## src/rtl/cmp_div_seq_if.sv

```systemverilog
// rtl/cmp_div_seq_if.sv - request/result bundle between the EX stage and the DIVU/REMU sequencer.
interface cmp_div_seq_if #(
    parameter int XLEN = 32
);
    logic            i_start;
    logic [XLEN-1:0] i_dividend;
    logic [XLEN-1:0] i_divisor;
    logic            o_busy;
    logic            o_done;
    logic [XLEN-1:0] o_quotient;
    logic [XLEN-1:0] o_remainder;
    logic            o_div_by_zero;

    modport master (
        output i_start,
        output i_dividend,
        output i_divisor,
        input  o_busy,
        input  o_done,
        input  o_quotient,
        input  o_remainder,
        input  o_div_by_zero
    );

    modport slave (
        input  i_start,
        input  i_dividend,
        input  i_divisor,
        output o_busy,
        output o_done,
        output o_quotient,
        output o_remainder,
        output o_div_by_zero
    );
endinterface

```

## src/rtl/cmp_div_seq.sv

```systemverilog
// rtl/cmp_div_seq.sv - restoring unsigned divider sequencer, one compare-and-subtract per cycle.
// Optional CMP_DIV_EARLY_OUT_EN: dividend < divisor finishes in one edge.
module cmp_div_seq #(
    parameter int XLEN = 32
) (
    input  logic               i_clk,
    input  logic               i_rst_n,
    cmp_div_seq_if.slave       bus
);
    localparam int CW = $clog2(XLEN) + 1;

    typedef enum logic [1:0] {
        IDLE = 2'd0,
        CALC = 2'd1,
        DONE = 2'd2
    } state_t;

    state_t          state;
    logic [XLEN-1:0] divisor_reg;
    logic [XLEN-1:0] rem_reg;
    logic [XLEN-1:0] quo_reg;
    logic [CW-1:0]   count;

    logic [XLEN:0]   trial;
    logic            trial_lt;
    logic [XLEN-1:0] rem_next;
    logic [XLEN-1:0] quo_next;
    logic            last_iter;
    logic            start_ok;
    logic            early_out;

    // The partial remainder is always below the divisor, so trial < 2*divisor
    // and the difference fits back into XLEN bits.
    always_comb begin
        trial     = {rem_reg, quo_reg[XLEN-1]};
        trial_lt  = trial < {1'b0, divisor_reg};
        rem_next  = trial_lt ? trial[XLEN-1:0] : (trial[XLEN-1:0] - divisor_reg);
        quo_next  = {quo_reg[XLEN-2:0], ~trial_lt};
        last_iter = (count == CW'(XLEN - 1));
        start_ok  = bus.i_start && (state != CALC);
    end

`ifdef CMP_DIV_EARLY_OUT_EN
    assign early_out = bus.i_dividend < bus.i_divisor;
`else
    assign early_out = 1'b0;
`endif

    always_ff @(posedge i_clk or negedge i_rst_n) begin
        if (!i_rst_n) begin
            state             <= IDLE;
            divisor_reg       <= '0;
            rem_reg           <= '0;
            quo_reg           <= '0;
            count             <= '0;
            bus.o_busy        <= 1'b0;
            bus.o_done        <= 1'b0;
            bus.o_quotient    <= '0;
            bus.o_remainder   <= '0;
            bus.o_div_by_zero <= 1'b0;
        end else begin
            bus.o_done <= 1'b0;
            case (state)
                IDLE, DONE: begin
                    if (start_ok) begin
                        divisor_reg       <= bus.i_divisor;
                        rem_reg           <= '0;
                        quo_reg           <= bus.i_dividend;
                        count             <= '0;
                        bus.o_div_by_zero <= 1'b0;
                        if (bus.i_divisor == '0) begin
                            state             <= DONE;
                            bus.o_done        <= 1'b1;
                            bus.o_busy        <= 1'b0;
                            bus.o_quotient    <= '1;
                            bus.o_remainder   <= bus.i_dividend;
                            bus.o_div_by_zero <= 1'b1;
                        end else if (early_out) begin
                            state           <= DONE;
                            bus.o_done      <= 1'b1;
                            bus.o_busy      <= 1'b0;
                            bus.o_quotient  <= '0;
                            bus.o_remainder <= bus.i_dividend;
                        end else begin
                            state      <= CALC;
                            bus.o_busy <= 1'b1;
                        end
                    end else begin
                        state      <= IDLE;
                        bus.o_busy <= 1'b0;
                    end
                end
                CALC: begin
                    rem_reg <= rem_next;
                    quo_reg <= quo_next;
                    count   <= count + CW'(1);
                    if (last_iter) begin
                        state           <= DONE;
                        bus.o_busy      <= 1'b0;
                        bus.o_done      <= 1'b1;
                        bus.o_quotient  <= quo_next;
                        bus.o_remainder <= rem_next;
                    end
                end
                default: begin
                    state      <= IDLE;
                    bus.o_busy <= 1'b0;
                end
            endcase
        end
    end
endmodule

```

## src/flat_wrapper.sv

```systemverilog
// flat-port wrapper written by rule: the top's interface ports become plain ports
module cmp_div_seq_flat 
#(
    parameter int XLEN = 32
)
  (i_clk, i_rst_n, bus_i_start, bus_i_dividend, bus_i_divisor, bus_o_busy, bus_o_done, bus_o_quotient, bus_o_remainder, bus_o_div_by_zero);
  cmp_div_seq_if #(.XLEN(XLEN)) bus_i ();
  input  logic i_clk;
  input  logic i_rst_n;
  input wire logic [$bits(bus_i.i_start)-1:0] bus_i_start;
  input wire logic [$bits(bus_i.i_dividend)-1:0] bus_i_dividend;
  input wire logic [$bits(bus_i.i_divisor)-1:0] bus_i_divisor;
  output wire logic [$bits(bus_i.o_busy)-1:0] bus_o_busy;
  output wire logic [$bits(bus_i.o_done)-1:0] bus_o_done;
  output wire logic [$bits(bus_i.o_quotient)-1:0] bus_o_quotient;
  output wire logic [$bits(bus_i.o_remainder)-1:0] bus_o_remainder;
  output wire logic [$bits(bus_i.o_div_by_zero)-1:0] bus_o_div_by_zero;
  assign bus_i.i_start = bus_i_start;
  assign bus_i.i_dividend = bus_i_dividend;
  assign bus_i.i_divisor = bus_i_divisor;
  assign bus_o_busy = bus_i.o_busy;
  assign bus_o_done = bus_i.o_done;
  assign bus_o_quotient = bus_i.o_quotient;
  assign bus_o_remainder = bus_i.o_remainder;
  assign bus_o_div_by_zero = bus_i.o_div_by_zero;
  cmp_div_seq #(.XLEN(XLEN)) u_core (.i_clk(i_clk), .i_rst_n(i_rst_n), .bus(bus_i));
endmodule
```

## config.mk

```make
export PLATFORM = sky130hd
export DESIGN_NAME = cmp_div_seq_flat
export DESIGN_NICKNAME = d
export VERILOG_FILES = /design/src/rtl/cmp_div_seq_if.sv /design/src/rtl/cmp_div_seq.sv /design/src/flat_wrapper.sv
export SDC_FILE = /design/constraint.sdc
export NUM_CORES = 1
export LEC_CHECK = 0
export CAP_MARGIN = 20
export CELL_PAD_IN_SITES_DETAIL_PLACEMENT = 0
export CELL_PAD_IN_SITES_GLOBAL_PLACEMENT = 1
export CORE_AREA = 4 4 160 162
export CTS_BUF_LIST = sky130_fd_sc_hd__clkbuf_16
export DETAILED_ROUTE_END_ITERATION = 8
export DIE_AREA = 0 0 164 166
export HOLD_SLACK_MARGIN = 0.12
export PLACE_DENSITY = 0.75
export SETUP_SLACK_MARGIN = 0.3
export SYNTH_ARGS = -nofsm -noshare
export SYNTH_HDL_FRONTEND = slang
export SYNTH_SLANG_ARGS = --single-unit
```

## constraint.sdc

```tcl
create_clock -name i_clk -period 2.95 [get_ports i_clk]
set_clock_uncertainty 0.1 [all_clocks]
set_input_delay 0.295 -clock i_clk [delete_from_list [all_inputs] [get_ports i_clk]]
set_output_delay 0.295 -clock i_clk [all_outputs]
set_load 0.05 [all_outputs]
```

==> results.rst <==
.. list-table::
   :header-rows: 1

   * - Metric
     - Value
   * - WP buf/inv
     - 5
   * - Total Nets Final
     - 1329
   * - Count of inserted antenna diode cells
     - 0
   * - Die outline height
     - about 170 um
   * - Max Transition Viols Final
     - 0
   * - Gr usage total
     - 21.4%
   * - Routability congestion estimate
     - 0.883
   * - Library cell used as clock root buffer
     - clkbuf_16
   * - Maximum clock frequency
     - around 330 MHz
   * - Antenna Violating Nets Remaining
     - 0
   * - Area fraction of the dominant cell type after synthesis
     - 46.9%
   * - Setup CP Type
     - reg2reg
   * - Die Width
     - ~160 um
   * - # clock sinks
     - between 150 and 200
   * - Synthesis-to-finish area growth
     - 42.1%
   * - Sequential Area
     - between 4000 and 5000 um2
   * - Max Buffers Root-to-Sink
     - 2
   * - Finished layout cell area
     - 13000 um2
   * - Via total after detailed routing
     - 8504
   * - Standard cell core area
     - 24100 um2
   * - Detailed-routing iteration count for the pre-antenna-repair pass
     - 5
   * - Setup tns final
     - -0.0711 ns
   * - Slowest stage cell on the critical path
     - dfrtp_1
   * - Clk pin slew, worst setup/hold paths
     - around 0.080 ns
   * - Dpl cell area
     - approximately 12000 um2
   * - Estimated wirelength of the detail-placed design
     - 21.8 mm
   * - DRC Markers
     - 0
   * - Largest net degree at the start of global routing
     - 66
   * - Number of hold violations in the final report
     - 0
   * - Hold Crit Class
     - in2async
   * - TritonCTS clock tree
     - built
   * - Netlist area before placement
     - roughly 9100 um2
   * - Arrival @ worst endpoint
     - 3.22 ns
   * - Warnings from Yosys
     - 0
   * - Final worst setup slack
     - -0.0534 ns
   * - Post-route clock period utilization
     - 102%
   * - Distinct cell type count after synthesis
     - 70
   * - Fill cell count
     - ~2300
   * - Cell taking the most area after synthesis
     - dfrtp_1
   * - Most area-consuming cells after synthesis
     - dfrtp_1 47%, nand2_1 6.5%, o21ai_0 5.4%
   * - Number of endpoints failing setup at the final stage
     - 2
   * - Post-synth net total
     - approximately 1100
   * - Headroom to the max-slew limit
     - between 50% and 60%
   * - Wire length per cell
     - roughly 19 um
   * - Largest delay share family, worst path
     - compound AO/OA/AOI/OAI gates
   * - Failing checks
     - negative setup slack
   * - Number of global-route vias before repair
     - between 8000 and 9000
   * - Most used DFF post-synth
     - dfrtp_1
   * - Share of post-route cells with drive strength above 1
     - between 20 and 25%
   * - Slowest cell delay on critical path
     - about 0.40 ns
   * - Count of flip-flops with a built-in enable after synthesis
     - 0
   * - Clock latency reported for the late side of the worst-skew pair
     - 0.43 ns
   * - Total detailed-routing wirelength
     - 29.4 mm
   * - Die outline area
     - around 27000 um2
   * - Critical Path RT
     - ~3.2 ns
   * - Port bufs
     - approximately 130
   * - Final critical delay including setup and external delays
     - between 3 and 4 ns
   * - Row count
     - 57
   * - Cell count after synthesis
     - around 1000
   * - Multi-input logic area
     - approximately 5000 um2
   * - Number of antenna violations at the first check in global routing
     - 0
   * - Average instance area after synthesis
     - around 9 um2
   * - Worst-path maximum fanout
     - 4
   * - Most common cell after layout, fill and taps aside
     - dfrtp_1
   * - First-pass GRT wire length
     - between 40 and 50 mm
   * - Share of synthesized flip-flops with an asynchronous set or reset
     - between 90% and 100%
   * - Unrepaired setup endpoints after global routing
     - yes
   * - Initial Util
     - between 30 and 40%
   * - Worst-Margin Slew
     - 0.649 ns
   * - Register area share after synthesis
     - roughly 47%
   * - Type of element launching the critical path
     - flip-flop
   * - Most frequent cells in the layout
     - 168 x dfrtp_1, 158 x nand2_1, 132 x clkdlybuf4s50_1
   * - Max_cap viols
     - 0
   * - Minimum setup slack after placement
     - -0.0792 ns
   * - Cts bufs inserted
     - 17
   * - Run status
     - finished with violations
   * - Via-per-instance ratio
     - roughly 5.4
   * - Violation count after the first detailed-route iteration
     - about 640
   * - Critical path cell sequence
     - inv_2 > ha_4 > inv_2 > fa_2 > a211oi_2 > o211ai_1 > buf_4 > a21oi_4 > buf_6 > o31a_1 > buf_4 > xnor2_2 > a32o_2 > mux2_4
   * - Number of synthesized register bits
     - between 150 and 200
   * - Number of primary I/O pins
     - 134
   * - CTS HTree Levels
     - 4
   * - Capturing element type of the critical path
     - flip-flop
   * - Congestion Overflow GR
     - 0
[worst paths after layout]
kind                                                  startpoint  cells past startpoint                               endpoint  slack (ns)
max                               u_core.quo_reg[31]$_DFFE_PN0P_                     14         u_core.rem_reg[22]$_DFFE_PN0P_       -0.05
min                                                      i_rst_n                      2         u_core.quo_reg[26]$_DFFE_PN0P_        0.34
max reg2reg                       u_core.quo_reg[31]$_DFFE_PN0P_                     14         u_core.rem_reg[22]$_DFFE_PN0P_       -0.05
min reg2reg                u_core.bus.o_quotient[21]$_DFFE_PN0P_                      1  u_core.bus.o_quotient[21]$_DFFE_PN0P_        0.39
max in group asynchronous                                i_rst_n                      3            u_core.bus.o_done$_DFF_PN0_        1.51
min in group i_clk                             bus_i_divisor[23]                      3     u_core.divisor_reg[23]$_DFFE_PN0P_        0.35
[synthesized netlist by cell type, drive strengths merged, types with 10 or more instances]
library cell	number
dfrtp	171
nand3	13
a211oi	24
nand2	159
a21oi	81
inv	46
o21ai	103
clkbuf	47
xnor2	14
a31oi	37
ha	33
a21o	10
nor2	69
nor3	13
buf	16
or3	13
nand4	11
o22a	32
[layout make-up]
cell class / instances / share of cell area [%]
multi-input combinational: 731 / 38.9
sequential: 171 / 33.1
timing repair buffer: 261 / 19.0
clock buffer: 17 / 3.28
tap: 324 / 3.13
inverter: 46 / 1.33
clock inverter: 15 / 1.32
[cell families after synthesis]
group | synth area share, %
muxes | 1.00
adders and majority gates | 4.75
DFF | 46.9
and+or+nand+nor | 16.4
AOI/OAI and AO/OA | 23.9
xor gates and xnor gates | 2.21
buffers and inverters | 4.82
[metrics by stage]
stage,util (%),hold WS [ns],std cells
finish,53.7,0.342,1565
global route,53.7,0.348,1565
CTS,51.7,0.337,1552
global placement,47.9,0.249,1513
detailed placement,47.9,0.250,1513
floorplan,-,-0.101,1011
[per-layer routing]
layer  share of wire, %  global-route usage, %
met3                4.6                   3.00
met5                  0                      0
met2                 45                   32.3
met4                1.5                   5.18
met1                 49                   32.6
[what timing repair did]
action | CTS | global route
endpoints found under the hold margin | 62 | 0
pin swaps | 20 | 41
buffers inserted | 5 | 13
gates cloned | 1 | 0
hold buffers | 1 | 0
gates resized for setup | 65 | 93
setup endpoints to repair | 65 | 66
Power is left out: the tool's default activity adds up to more than one toggle a clock period on the data nets, which glitch-free logic cannot reach.
